==> src/rtl/rtc_time_poller.sv <==
// Periodically burst-reads seconds/minutes/hours from a DS3231M through a byte-level
// I2C master, validates the BCD fields and publishes a coherent 24 h time snapshot.
module rtc_time_poller #(
  parameter int         CLK_FREQ       = 50000000,
  parameter int         POLL_MS        = 100,
  parameter logic [6:0] DEV_ADDR7      = 7'h68,
  parameter int         TIMEOUT_CYCLES = 50000
) (
  input  logic       i_clk,
  input  logic       i_rst,
  input  logic       i_enable,
  input  logic       i_poll_now,
  output logic       o_i2c_start,
  output logic       o_i2c_wr,
  output logic       o_i2c_rd,
  output logic       o_i2c_nack,
  output logic       o_i2c_stop,
  output logic [7:0] o_i2c_wr_byte,
  input  logic       i_i2c_done,
  input  logic       i_i2c_ack,
  input  logic       i_i2c_dataval,
  input  logic [7:0] i_i2c_rd_byte,
  output logic [7:0] o_sec,
  output logic [7:0] o_min,
  output logic [7:0] o_hour,
  output logic       o_time_valid,
  output logic       o_err,
  output logic       o_busy
);

  localparam int POLL_CYCLES = CLK_FREQ / 1000 * POLL_MS;
  localparam int PW          = $clog2(POLL_CYCLES + 1);
  localparam int TW          = $clog2(TIMEOUT_CYCLES + 1);

  localparam logic [PW-1:0] POLL_LAST    = PW'(POLL_CYCLES - 1);
  localparam logic [TW-1:0] TIMEOUT_LAST = TW'(TIMEOUT_CYCLES - 1);
  localparam logic [7:0]    ADDR_WR      = {DEV_ADDR7, 1'b0};
  localparam logic [7:0]    ADDR_RD      = {DEV_ADDR7, 1'b1};

  localparam logic [3:0] IDLE    = 4'd0;
  localparam logic [3:0] ADDR_W  = 4'd1;
  localparam logic [3:0] REG_PTR = 4'd2;
  localparam logic [3:0] ADDR_R  = 4'd3;
  localparam logic [3:0] RD_SEC  = 4'd4;
  localparam logic [3:0] RD_MIN  = 4'd5;
  localparam logic [3:0] RD_HOUR = 4'd6;
  localparam logic [3:0] STOP_W  = 4'd7;
  localparam logic [3:0] CHECK   = 4'd8;
  localparam logic [3:0] FAIL    = 4'd9;

  logic [3:0]    state;
  logic [PW-1:0] poll_cnt;
  logic [TW-1:0] tmo_cnt;
  logic [7:0]    shadow_sec, shadow_min, shadow_hour;
  logic          poll_go, timeout;

  logic [7:0] sec_m, min_m, hour_m, hour_24;
  logic [3:0] pm_u;
  logic [1:0] pm_t;
  logic       hour_ok, time_ok;

  assign poll_go = i_enable && (i_poll_now || poll_cnt == POLL_LAST);
  assign timeout = (tmo_cnt == TIMEOUT_LAST);
  assign o_busy  = (state != IDLE);

  always_comb begin
    // NOTE: every variable gets a default before any branch so no path infers a latch.
    sec_m   = shadow_sec  & 8'h7F;
    min_m   = shadow_min  & 8'h7F;
    hour_m  = shadow_hour & 8'h7F;
    hour_ok = 1'b0;
    hour_24 = 8'h00;
    pm_u    = hour_m[3:0] + 4'd2;
    pm_t    = {1'b0, hour_m[4]} + 2'd1;
    if (pm_u > 4'd9) begin
      pm_u = pm_u - 4'd10;
      pm_t = pm_t + 2'd1;
    end
    if (hour_m[6]) begin
      // 12 h mode: 1..12 in bits 4:0, PM flag in bit 5; converted to 24 h in BCD.
      hour_ok = (hour_m[3:0] <= 4'd9) &&
                (hour_m[4] ? (hour_m[3:0] <= 4'd2) : (hour_m[3:0] != 4'd0));
      if (hour_m[4:0] == 5'h12) hour_24 = hour_m[5] ? 8'h12 : 8'h00;
      else if (hour_m[5])       hour_24 = {2'b00, pm_t, pm_u};
      else                      hour_24 = {3'b000, hour_m[4:0]};
    end else begin
      hour_ok = (hour_m <= 8'h23) && (hour_m[3:0] <= 4'd9);
      hour_24 = hour_m;
    end
    time_ok = (sec_m[6:4] <= 3'd5) && (sec_m[3:0] <= 4'd9) &&
              (min_m[6:4] <= 3'd5) && (min_m[3:0] <= 4'd9) && hour_ok;
  end

  always_ff @(posedge i_clk or posedge i_rst) begin
    if (i_rst) begin
      state         <= IDLE;
      poll_cnt      <= '0;
      tmo_cnt       <= '0;
      shadow_sec    <= 8'h00;
      shadow_min    <= 8'h00;
      shadow_hour   <= 8'h00;
      o_i2c_start   <= 1'b0;
      o_i2c_wr      <= 1'b0;
      o_i2c_rd      <= 1'b0;
      o_i2c_nack    <= 1'b0;
      o_i2c_stop    <= 1'b0;
      o_i2c_wr_byte <= 8'h00;
      o_sec         <= 8'h00;
      o_min         <= 8'h00;
      o_hour        <= 8'h00;
      o_time_valid  <= 1'b0;
      o_err         <= 1'b0;
    end else begin
      // NOTE: pulse outputs default low here, so any branch that sets one yields exactly one cycle.
      o_i2c_start  <= 1'b0;
      o_i2c_wr     <= 1'b0;
      o_i2c_rd     <= 1'b0;
      o_i2c_nack   <= 1'b0;
      o_i2c_stop   <= 1'b0;
      o_time_valid <= 1'b0;
      if (state != IDLE && state != CHECK) tmo_cnt <= tmo_cnt + TW'(1);

      case (state)
        IDLE: begin
          tmo_cnt <= '0;
          if (poll_go) begin
            poll_cnt      <= '0;
            o_i2c_start   <= 1'b1;
            o_i2c_wr_byte <= ADDR_WR;
            state         <= ADDR_W;
          end else if (i_enable) begin
            poll_cnt <= poll_cnt + PW'(1);
          end
        end
        ADDR_W, REG_PTR, ADDR_R: begin
          if (i_i2c_done) begin
            tmo_cnt <= '0;
            if (!i_i2c_ack) begin
              o_i2c_stop <= 1'b1;
              o_err      <= 1'b1;
              state      <= FAIL;
            end else if (state == ADDR_W) begin
              o_i2c_wr      <= 1'b1;
              o_i2c_wr_byte <= 8'h00;
              state         <= REG_PTR;
            end else if (state == REG_PTR) begin
              o_i2c_start   <= 1'b1;
              o_i2c_wr_byte <= ADDR_RD;
              state         <= ADDR_R;
            end else begin
              o_i2c_rd <= 1'b1;
              state    <= RD_SEC;
            end
          end else if (timeout) begin
            tmo_cnt    <= '0;
            o_i2c_stop <= 1'b1;
            o_err      <= 1'b1;
            state      <= FAIL;
          end
        end
        RD_SEC, RD_MIN, RD_HOUR, STOP_W: begin
          if (i_i2c_dataval && state == RD_SEC)  shadow_sec  <= i_i2c_rd_byte;
          if (i_i2c_dataval && state == RD_MIN)  shadow_min  <= i_i2c_rd_byte;
          if (i_i2c_dataval && state == RD_HOUR) shadow_hour <= i_i2c_rd_byte;
          if (i_i2c_done) begin
            tmo_cnt <= '0;
            case (state)
              RD_SEC:  begin o_i2c_rd <= 1'b1; state <= RD_MIN; end
              RD_MIN:  begin o_i2c_rd <= 1'b1; o_i2c_nack <= 1'b1; state <= RD_HOUR; end
              RD_HOUR: begin o_i2c_stop <= 1'b1; state <= STOP_W; end
              default: begin
                // Snapshot is registered on entry to CHECK so all three fields move together.
                if (time_ok) begin
                  o_sec        <= sec_m;
                  o_min        <= min_m;
                  o_hour       <= hour_24;
                  o_time_valid <= 1'b1;
                  o_err        <= 1'b0;
                end else begin
                  o_err <= 1'b1;
                end
                state <= CHECK;
              end
            endcase
          end else if (timeout) begin
            tmo_cnt    <= '0;
            o_i2c_stop <= 1'b1;
            o_err      <= 1'b1;
            state      <= FAIL;
          end
        end
        CHECK: state <= IDLE;
        FAIL: begin
          if (i_i2c_done || timeout) begin
            tmo_cnt <= '0;
            o_err   <= 1'b1;
            state   <= IDLE;
          end
        end
        default: state <= IDLE;
      endcase
    end
  end

endmodule

==> config.mk <==
export PLATFORM = sky130hd
export DESIGN_NAME = rtc_time_poller
export DESIGN_NICKNAME = d
export VERILOG_FILES = /design/src/rtl/rtc_time_poller.sv
export SDC_FILE = /design/constraint.sdc
export NUM_CORES = 1
export LEC_CHECK = 0
export CAP_MARGIN = 20
export CORE_UTILIZATION = 50
export DETAILED_ROUTE_END_ITERATION = 12
export PLACE_DENSITY = 0.75
export SLEW_MARGIN = 10
export SYNTH_ARGS = -nofsm -noshare
export SYNTH_HDL_FRONTEND = slang
export SYNTH_SLANG_ARGS = --single-unit
==> constraint.sdc <==
create_clock -name i_clk -period 3.3 [get_ports i_clk]
set_input_delay 0.33 -clock i_clk [delete_from_list [all_inputs] [get_ports i_clk]]
set_output_delay 0.33 -clock i_clk [all_outputs]
set_load 0.01 [all_outputs]
# Word-level counts from Yosys, hierarchy flattened
# Cells that the tools add are included.
# totals
inputBits	15
word_cells	152
ff_bits	101
# classes
add_sub_neg	6
n_reduce_logical	32
n_mux	69
magnitude_cmp	8
bitwise	1
n_eq_ne	19
# op_table
cell	n
2-to-1 mux 16 bit	4
case mux 16 bit (3 select lines)	1
2-to-1 mux 23 bit	2
2-to-1 mux 8 bit	5
2-to-1 mux 1 bit	36
2-to-1 mux 4 bit	7
adder 23 x 1 -> 23 bit, second input constant	1
equality test 23 bit, second input constant	1
2-to-1 mux 6 bit	3
adder 16 x 1 -> 16 bit, second input constant	1
equality test 16 bit, second input constant	1
equality test 4 x 3 -> 1 bit, second input constant	4
case mux 4 bit (4 select lines)	1
case mux 8 bit (2 select lines)	1
less-or-equal comparator 4 bit, second input constant	3
case mux 4 bit (3 select lines)	1
logical AND 1 bit	11
AND reduction 2 bit	5
!= test 3 bit, second input constant	3
equality test 4 x 2 -> 1 bit, second input constant	2
!= test 2 bit, second input constant	4
AND reduction 4 bit	2
nonzero test 4 bit	2
less-or-equal comparator 7 x 6 -> 1 bit, second input constant	1
26 further kinds	33

# Depth between registers and ports, before layout
# logic_depth
word_depth	9
depth_mapped	9
depth_no_buf	8

# Least setup slack after synthesis
# OpenSTA, ideal clock, no wires.
# synth_path
kind	reg2reg
start	register poll_cnt[12]
end	register o_i2c_wr_byte[0]
path_slack_ns	0.784
stages_incl_launch_ff	7
synth_period_minus_slack_ns	2.516
t_arrival_ns	2.391
n_path_buf	0
cell_sequence	dfrtp_1 or4b_1 nor4_1 a31oi_1 o21a_1 or4_4 mux2_4
# synth_between
elab_chain_cells	5
# synth_rtl
element	line	source
from (decl)	52	logic [PW-1:0] poll_cnt;
from (signal assigned)	132	poll_cnt <= poll_cnt + PW'(1);
equality test 23 bit	62	assign poll_go = i_enable && (i_poll_now || poll_cnt == POLL_LAST);
logical OR 1 bit	62	
logical AND 1 bit	62	
!= test 2 bit (no source line)	-	
AND reduction 5 bit (no source line)	-	
to (signal assigned)	107	o_i2c_wr_byte <= 8'h00;
to (signal assigned)	129	o_i2c_wr_byte <= ADDR_WR;
to (signal assigned)	144	o_i2c_wr_byte <= 8'h00;
to (decl)	18	output logic [7:0] o_i2c_wr_byte,
# No other way between the ends.
# A chain may end at the register's enable or synchronous reset.

# Worst setup path in the final report
# Same ends and word-level chain as after synthesis.

==> metrics <==
crit path DAT 3.06 ns; asr flop ratio synth 1.00; WP data required 3.54 ns; crit start category register; routed wire length per instance 15.0 um; largest family of logic cells by synthesized area simple AND/OR/NAND/NOR gates; Post-Synthesis Cells 452; Sw Share 0.347; Clk pwr share 0.223; DRC violations left 5; Worst Hold Class in -> async; failing checks design-rule violations; H-tree levels 3; status complete, but fails checks; Die Area 9530 um2; sequential share of the synthesized area 0.509; grt ovf 0; core area 8810 um2; post-synthesis compound-gate area fraction 0.107; setup TNS 0 ns; critical path cell sequence or4b_1 -> nor4_1 -> a31oi_1 -> o21a_1 -> or4_4 -> mux2_4; total wire length 9100 um; #FFs+latches synth 93; cell row count 34; Hold-fix buffers, CTS 0; P&R area growth vs syn 16.1%; Die X 97.6 um; vias in the first global route 3390; Total Routing Usage GR 0.208; sequential share of power 0.470; max-cap viol count 0; RSZ-0062 raised after global routing no; Die H 97.6 um; final setup violation count 0; Worst-Skew Late Latency 0.36 ns; leakage 2.31 nW; pre-CTS WS 0.496 ns; clock slew at reported path FFs 0.10 ns; Ys Warns 0; M1 wire length 4120 um; Avg Synthesized Cell Area 10.1 um2; gpl congestion 0.803; Max stage delay on crit path 0.54 ns; Post-synth top flop dfrtp_1; CTS Buf Count 9; Post-Synth XOR/XNOR Area 0.0517; Final period util 0.853; n_diodes 0; mux cell area share after synthesis 0.0928; fin util 0.603; simple-gate share of the synthesized area 0.177; Via-to-Cell Ratio 5.63; sw power 1.19 mW; Adder-Cell Fraction of Synth Area 0.0186; CTS Buffer Depth 2; Met3 Wirelength 329 um; IO buf count 45; crit-path max FO 6; CTS sink count 93; I/O pin cnt 55; Total Power 3.43 mW; global-route wire length before repair 16000 um; endpoints failing hold 0; actual slew at the worst max-slew pin 0.863 ns; crit path max-delay cell type or4b_1; maximum clock frequency 355 MHz; Post-CTS Resized 0; Crit Path Class reg -> reg; Worst Setup Slack, final 0.484 ns; fin crit period 2.82 ns; max_slew headroom 0.420; Final ANT Viol Nets 0; Cell variety after synth 48; initial core utilization 0.519; 1st-iter DRT viols 159; Cell Area, Synth 4570 um2; top layer reached by signal wires met4; clk_skew 0.00910 ns; initial antenna violation count 0; worst vdd ir 0.300 mV; Comb pwr share 0.307; TritonCTS clock tree done; Critical Path End Type register; Pwr Density 647 nW/um2; DP Wirelength 6390 um; Final #Nets 514; fin. max-slew vios 0; pin count of the biggest net entering global routing 56; P_int 2.24 mW; share of cells above drive strength 1 0.137; clock root cell clkbuf_8; postcts setup bufs 0; total number of vias 3411; drt pass-1 iters 9; Post-synth EDFFs 0; wire length on met2 4550 um
synth_stat cells, types with 2 or more instances:
| library cell | instances | area share |
|---|---|---|
| o31ai_1 | 3 | 0.0049 |
| xor2_1 | 13 | 0.025 |
| buf_4 | 10 | 0.016 |
| mux2_2 | 35 | 0.086 |
| dfrtp_1 | 93 | 0.51 |
| or3_1 | 11 | 0.015 |
| and3_1 | 2 | 0.0027 |
| or2_2 | 3 | 0.0041 |
| nor2b_1 | 7 | 0.0096 |
| or4b_1 | 2 | 0.0044 |
| inv_1 | 11 | 0.0090 |
| mux2_4 | 2 | 0.0066 |
| clkbuf_1 | 21 | 0.017 |
| nand3_1 | 13 | 0.014 |
| a21o_1 | 4 | 0.0066 |
| o21ai_0 | 28 | 0.031 |
| a21oi_1 | 22 | 0.024 |
| nand2b_1 | 3 | 0.0041 |
| ha_1 | 6 | 0.016 |
| nor2_1 | 49 | 0.040 |
| nor4_1 | 5 | 0.0068 |
| o211ai_1 | 3 | 0.0049 |
| a211oi_1 | 7 | 0.011 |
| nor3_1 | 11 | 0.012 |
| xnor2_1 | 14 | 0.027 |
| nand2_1 | 38 | 0.031 |
| nand4b_1 | 2 | 0.0038 |
| nand4_1 | 9 | 0.012 |
| a31oi_1 | 4 | 0.0055 |
| o21a_1 | 3 | 0.0049 |
state kept, by name (all words and copies together), names as in the netlist:
name / cells
shadow_sec: 7
o_i2c_wr: 1
shadow_hour: 7
o_min: 7
o_sec: 7
shadow_min: 7
o_i2c_rd: 1
o_i2c_stop: 1
state: 4
poll_cnt: 23
o_time_valid: 1
o_i2c_nack: 1
o_i2c_wr_byte: 2
tmo_cnt: 16
o_hour: 6
o_err: 1
o_i2c_start: 1
stage by stage:
step                      cells  hold slack, ns  area (um2)
after floorplan             459           0.447        4600
after global placement      590           0.464        5110
after detailed placement    590           0.467        5110
after CTS                   606           0.393        5310
after global routing        606           0.430        5310
final                       606           0.376        5310
power groups by stage:
stage	registers, mW	clock network (mW)	logic, mW
2_1_floorplan	1.53	0	0.783
3_3_place_gp	1.62	0	1.02
3_5_place_dp	1.63	0	1.06
4_1_cts	1.61	0.777	1.06
5_1_grt	1.66	0.835	1.18
6_report	1.62	0.764	1.05
final timing paths:
kind / cells after the start / start / slack (ns) / endpoint
max: 6 / poll_cnt[12] / 0.48 / o_i2c_wr_byte[0]
min: 2 / i_rst / 0.38 / poll_cnt[18]
max reg2reg: 6 / poll_cnt[12] / 0.48 / o_i2c_wr_byte[0]
min reg2reg: 1 / o_hour[2] / 0.48 / o_hour[2]
max in group asynchronous: 3 / i_rst / 2.21 / shadow_min[3]
min in group i_clk: 1 / o_hour[2] / 0.48 / o_hour[2]
layer usage:
metal,global-route usage,vias up
met5,0,-
met2,0.343,64
met1,0.270,1687
li1,-,1652
met3,0.0345,8
met4,0.0932,0
layout make-up:
| type | count | area [um2] |
|---|---|---|
| repair buffers | 54 | 531 |
| clock inverters | 7 | 75.1 |
| multi-input cells | 324 | 2080 |
| flip-flops and latches | 93 | 2330 |
| clock buffers | 9 | 124 |
| fillers | 742 | 3500 |
| inverters | 11 | 42.5 |
| well taps | 108 | 135 |
worst max-delay path: cells and delay by family (launching register included):
family           cells  cell delay (ns)
flip-flops           1             0.43
AND/OR/NAND/NOR      3             1.43
AO/OA/AOI/OAI        2             0.53
multiplexers         1             0.31
cells in the final DEF (no fill, tap or decap), types with 13 or more instances in the layout:
cell,n
nand3_1,13
mux2_2,35
nand2_1,38
a21oi_1,22
xor2_1,13
nor2_1,49
xnor2_1,14
dfrtp_1,93
clkdlybuf4s50_1,45
o21ai_0,28
cells by family after synthesis:
kind of cell               Yosys count
xor gates and xnor gates            27
and+or+nand+nor                    163
DFF                                 93
AOI/OAI and AO/OA                   82
buffers and inverters               42
muxes                               37
other                                1
adders and majority gates            7
(Power assumes the default switching activity.)
